`config.mk`:
```
export PLATFORM = sky130hd
export DESIGN_NAME = host_monitor
export DESIGN_NICKNAME = d
export VERILOG_FILES = /design/src/rtl/host_monitor.sv
export SDC_FILE = /design/constraint.sdc
export NUM_CORES = 1
export LEC_CHECK = 0
export ABC_AREA = 1
export BUFFER_PORTS_ARGS = -buffer_cell sky130_fd_sc_hd__buf_2
export CORE_ASPECT_RATIO = 1.1
export CORE_UTILIZATION = 55
export CTS_CLUSTER_SIZE = 25
export DETAILED_ROUTE_END_ITERATION = 12
export PLACE_DENSITY = 0.76
export SYNTH_ARGS = -nofsm -noshare
export SYNTH_HDL_FRONTEND = slang
export SYNTH_SLANG_ARGS = --single-unit
export TNS_END_PERCENT = 20
```
`constraint.sdc`:
```
create_clock -name clk -period 3.1 [get_ports clk]
set_clock_uncertainty 0.2 [all_clocks]
set_input_delay 0.93 -clock clk [delete_from_list [all_inputs] [get_ports clk]]
set_output_delay 0.93 -clock clk [all_outputs]
set_load 0.005 [all_outputs]
```
`src/rtl/host_monitor.sv`:
```
// host_monitor: observation-only snooper on the core's data-memory write port.
// Turns putchar writes into a buffered character stream and latches a
// pass/fail/exit/timeout verdict from signature, tohost and watchdog events.
module host_monitor #(
    parameter logic [31:0]        PUTCHAR_ADDR   = 32'h1000_0000,
    parameter logic [31:0]        SIGNATURE_ADDR = 32'h1000_1000,
    parameter logic [31:0]        TOHOST_ADDR    = 32'h0000_1000,
    parameter logic [7:0]         PASS_CODE      = 8'h03,
    parameter int                 FIFO_AW        = 4,
    parameter int                 CYCLE_W        = 32,
    parameter logic [CYCLE_W-1:0] TIMEOUT_CYCLES = CYCLE_W'(5000000)
) (
    input  logic               clk,
    input  logic               rst,
    input  logic               bus_valid,
    input  logic               bus_write,
    input  logic [3:0]         bus_wmask,
    input  logic [31:0]        bus_addr,
    input  logic [31:0]        bus_wdata,
    input  logic               restart,
    output logic               char_valid,
    output logic [7:0]         char_data,
    input  logic               char_ready,
    output logic [15:0]        char_dropped,
    output logic               done,
    output logic [2:0]         result,
    output logic [7:0]         exit_code,
    output logic [CYCLE_W-1:0] cycles
);

    typedef enum logic [2:0] {
        S_RUN     = 3'd0,
        S_PASS    = 3'd1,
        S_FAIL    = 3'd2,
        S_EXIT    = 3'd3,
        S_TIMEOUT = 3'd4
    } state_t;

    localparam int DEPTH = 1 << FIFO_AW;

    state_t             state_reg;
    logic               done_reg;
    logic [7:0]         exit_code_reg;
    logic [CYCLE_W-1:0] cycles_reg;
    logic [15:0]        dropped_reg;

    logic [FIFO_AW:0]   wr_ptr_reg;
    logic [FIFO_AW:0]   rd_ptr_reg;
    logic [7:0]         mem [DEPTH];

    // Only byte lane 0 carries meaning for every register we snoop.
    logic unused_bits;
    assign unused_bits = ^{bus_wmask[3:1], bus_wdata[31:8]};

    logic qw;
    logic sig_hit;
    logic tohost_hit;
    logic putchar_hit;
    assign qw          = bus_valid & bus_write & bus_wmask[0];
    assign sig_hit     = qw && (bus_addr == SIGNATURE_ADDR);
    // Overlapping address parameters resolve SIGNATURE > TOHOST > PUTCHAR.
    assign tohost_hit  = qw && (bus_addr == TOHOST_ADDR) && !sig_hit;
    assign putchar_hit = qw && (bus_addr == PUTCHAR_ADDR) && !sig_hit &&
                         (bus_addr != TOHOST_ADDR) && (state_reg == S_RUN);

    logic [CYCLE_W-1:0] cycles_inc;
    logic               timeout_hit;
    assign cycles_inc  = (cycles_reg == {CYCLE_W{1'b1}}) ? cycles_reg
                                                          : cycles_reg + CYCLE_W'(1);
    assign timeout_hit = (TIMEOUT_CYCLES != '0) && (cycles_inc == TIMEOUT_CYCLES);

    logic fifo_empty;
    logic fifo_full;
    logic pop;
    logic push_ok;
    logic drop;
    assign fifo_empty = (wr_ptr_reg == rd_ptr_reg);
    assign fifo_full  = (wr_ptr_reg[FIFO_AW] != rd_ptr_reg[FIFO_AW]) &&
                        (wr_ptr_reg[FIFO_AW-1:0] == rd_ptr_reg[FIFO_AW-1:0]);
    assign pop        = !fifo_empty && char_ready;
    // A pop in the same cycle frees the slot, so a full FIFO still accepts.
    assign push_ok    = putchar_hit && !restart && (!fifo_full || pop);
    assign drop       = putchar_hit && !restart && fifo_full && !pop;

    assign char_valid   = !fifo_empty;
    // Show-ahead head needs an asynchronous read, so this maps to LUT RAM.
    assign char_data    = fifo_empty ? 8'h00 : mem[rd_ptr_reg[FIFO_AW-1:0]];
    assign char_dropped = dropped_reg;
    assign done         = done_reg;
    assign result       = state_reg;
    assign exit_code    = exit_code_reg;
    assign cycles       = cycles_reg;

    // Verdict FSM with cycle counter; everything except RUN is terminal.
    always_ff @(posedge clk or posedge rst) begin
        if (rst) begin
            state_reg     <= S_RUN;
            done_reg      <= 1'b0;
            exit_code_reg <= 8'h00;
            cycles_reg    <= '0;
        end else if (restart) begin
            state_reg     <= S_RUN;
            done_reg      <= 1'b0;
            exit_code_reg <= 8'h00;
            cycles_reg    <= '0;
        end else if (state_reg == S_RUN) begin
            cycles_reg <= cycles_inc;
            if (sig_hit) begin
                state_reg     <= (bus_wdata[7:0] == PASS_CODE) ? S_PASS : S_FAIL;
                done_reg      <= 1'b1;
                exit_code_reg <= bus_wdata[7:0];
            end else if (tohost_hit) begin
                state_reg     <= S_EXIT;
                done_reg      <= 1'b1;
                exit_code_reg <= bus_wdata[7:0];
            end else if (timeout_hit) begin
                state_reg     <= S_TIMEOUT;
                done_reg      <= 1'b1;
                exit_code_reg <= 8'h00;
            end
        end
    end

    // Character storage; contents need no reset since the pointers gate them.
    always_ff @(posedge clk) begin
        if (push_ok) begin
            mem[wr_ptr_reg[FIFO_AW-1:0]] <= bus_wdata[7:0];
        end
    end

    // FIFO pointers and saturating drop counter.
    always_ff @(posedge clk or posedge rst) begin
        if (rst) begin
            wr_ptr_reg  <= '0;
            rd_ptr_reg  <= '0;
            dropped_reg <= 16'h0000;
        end else if (restart) begin
            wr_ptr_reg  <= '0;
            rd_ptr_reg  <= '0;
            dropped_reg <= 16'h0000;
        end else begin
            if (push_ok) begin
                wr_ptr_reg <= wr_ptr_reg + 1'b1;
            end
            if (pop) begin
                rd_ptr_reg <= rd_ptr_reg + 1'b1;
            end
            if (drop && (dropped_reg != 16'hFFFF)) begin
                dropped_reg <= dropped_reg + 16'h0001;
            end
        end
    end

endmodule

```
==> results.toml <==
[status]
status = "finished, violations left"
violations = "setup timing"

[route]
ant_nets = 0
route.detailed.drc = 0
drt_wl_total_um = 25670
drt-pass1-iter-count = 7
via_per_inst = 5.704
drt_iter0_drc = 655
vias = 8288
wire_per_inst_um = 17.66

[global_route]
antenna_found_initial = 0
grt_pass1_vias = 7965
grt_first_pass_wirelength_um = 40530
grtUsageTotal = 0.2933
grt-ovfl-total = 0
grt_max_degree = 47

[pwr]
p_total_mw = 5.154
ir_drop_uv = 389.3
power_density_nw_per_um2 = 447.2
power.leakage_nw = 4.778

[synthesis]
synth_nets = 1147
netlist_instances = 1066
avgSynthCellArea_um2 = 9.132
seq_area_frac_synth = 0.5748
synth_xor_area_frac = 0.01530
muxShareOfSynthArea = 0.01234
synth_seq_cells = 198
synth.distinct_cells = 41
ys_async_sr_fraction = 0.3535
synth-edff-count = 128
yosys_warnings = 0
netlist_area_um2 = 9734
synth_top_family_by_area = "simple AND/OR/NAND/NOR gates"
synthAdderAreaFrac = 0.008997
synth_simple_gate_area_share = 0.2413
synth_compound_area_frac = 0.09692
synth_ff_type = "edfxtp_1"

[worst_setup_path]
critPathRequiredTime_ns = 1.97
crit_buf_inv = 3
cp-end-kind = "output pin"
critPathSlowestCell = "dfrtp_2"
path_cells = "clkinv_4, buf_12, nor2_1, o32ai_2, o211ai_1, a31oi_1, buf_2"
cp_top_family = "compound AO/OA/AOI/OAI gates"
path_class = "reg2out"
critPathMaxStageDelay_ns = 0.47
arrival_ns = 2.11
critPathLaunchType = "register"
cp_max_fo = 28

[sta]
setup_viol = 8
fin_crit_sh = 1.046
period_minus_slack_ns = 3.243
report.final.slew_viol_count = 0
setup_ws_ns = -0.1427
clock.fmax_mhz = 308.4
worst_pin_slew_ns = 0.5609
rsz0062_at_grt = "true"
final_hold_viol_count = 0
slew_headroom = 0.6255

[final_layout]
layout.cells.non_filler = 1453
fillers = 1381
design_area_um2 = 11520
synthToLayoutAreaGrowth_pct = 18.39
largest_register_ffs = 128
layout_common_cells = "233 x nand2_1, 204 x nor2_1, 128 x edfxtp_1"
antenna_cells = 0
fin_nets = 1287
drive_gt1_frac = 0.1911
layout_commonest_cell = "nand2_1"

[clocking]
cts.clk_slew.worst_paths_ns = 0.07
clk_latency_ns = 0.44
cts_made_buffers = 17
cts-root-buf = "clkbuf_16"
htree_levels = 4
clock-sinks = 198
cts_buffer_depth = 2
cts_tree = "done"

[floorplan]
io_pins = 143
die_h_um = 141.5
die-area_um2 = 18240
core_area_um2 = 17140
placementRows = 50
die_w_um = 128.8
initial_utilization = 0.5679

[place]
placed_area_um2 = 10810
place_congestion = 0.9155
dp_cells = 1418
io_buffers = 115
hpwl_um = 17150
dp_slack_ns = -0.01428

[hold_path]
hold_class = "reg2reg"

[run]
drv_cap = 0
## what timing repair did
action | CTS | global route
hold buffers | 0 | 0
resized for setup | 9 | 10
setup endpoints to repair | 8 | 16
gates cloned | 1 | 1
setup buffers | 0 | 1
pin swaps | 2 | 0
## metrics by stage
stage	setup TNS [ns]	hold WS, ns	utilization
2_1_floorplan	0	0.2542	-
3_3_place_gp	0	0.2668	0.6309
3_5_place_dp	-0.1259	0.2725	0.6309
4_1_cts	-0.8183	0.2930	0.6683
5_1_grt	-1.426	0.3164	0.6723
6_report	-0.6424	0.2878	0.6723
## worst reg2reg max path, delay by kind of cell, from the launching register on
family | cells | cell delay, ns
and+or+nand+nor | 14 | 1.51
DFF | 1 | 0.43
adders and majority gates | 1 | 0.26
buffers and inverters | 2 | 0.29
## power breakdown
group	internal, mW	switching (mW)
combinational	0.0619	0.136
clock	1.06	1.06
sequential	2.82	0.00898
total	3.95	1.21
## cells in the mapped netlist (13+ instances only)
master / instances / area share
a21oi_1: 13 / 0.0067
o21ai_0: 65 / 0.033
nor3_1: 18 / 0.0093
nand2_1: 234 / 0.090
o22ai_1: 20 / 0.013
nand4_1: 22 / 0.014
inv_1: 83 / 0.032
nor2_1: 205 / 0.079
dfrtp_1: 70 / 0.18
edfxtp_1: 128 / 0.39
xor2_1: 14 / 0.013
nand3_1: 52 / 0.027
o32ai_1: 20 / 0.018
clkbuf_1: 27 / 0.010
## worst paths after layout
path	cells past startpoint	slack, ns	from	endpoint
setup / recovery	7	-0.14	rd_ptr_reg[0]	char_data[1]
hold / removal	1	0.29	rd_ptr_reg[4]	rd_ptr_reg[4]
setup reg to reg	17	0.30	cycles[0]	exit_code[3]
hold reg to reg	1	0.29	rd_ptr_reg[4]	rd_ptr_reg[4]
max in group asynchronous	4	1.61	rst	cycles[23]
min in group asynchronous	2	0.34	rst	char_dropped[5]
## kinds of logic after synthesis
logic type                 Yosys count
and+or+nand+nor                    557
DFF                                198
AOI/OAI and AO/OA                  151
buffers and inverters              124
xor gates and xnor gates            17
muxes                               12
adders and majority gates            7
## layout make-up
class	count	area [µm²]	area share
clock buffer	17	425.4	0.03691
tap	234	292.8	0.02540
clock inverter	15	132.6	0.01151
sequential	198	5599	0.4858
inverter	87	340.3	0.02953
timing repair buffer	158	1015	0.08805
multi-input combinational	744	3720	0.3228
## routing by layer
metal / wire length [µm] / global-route usage
met1: 10510 / 0.3859
met2: 12570 / 0.4814
met3: 1799 / 0.04374
met4: 794 / 0.1344
met5: 0 / 0
No activity file was read; power rests on OpenSTA's default activity.
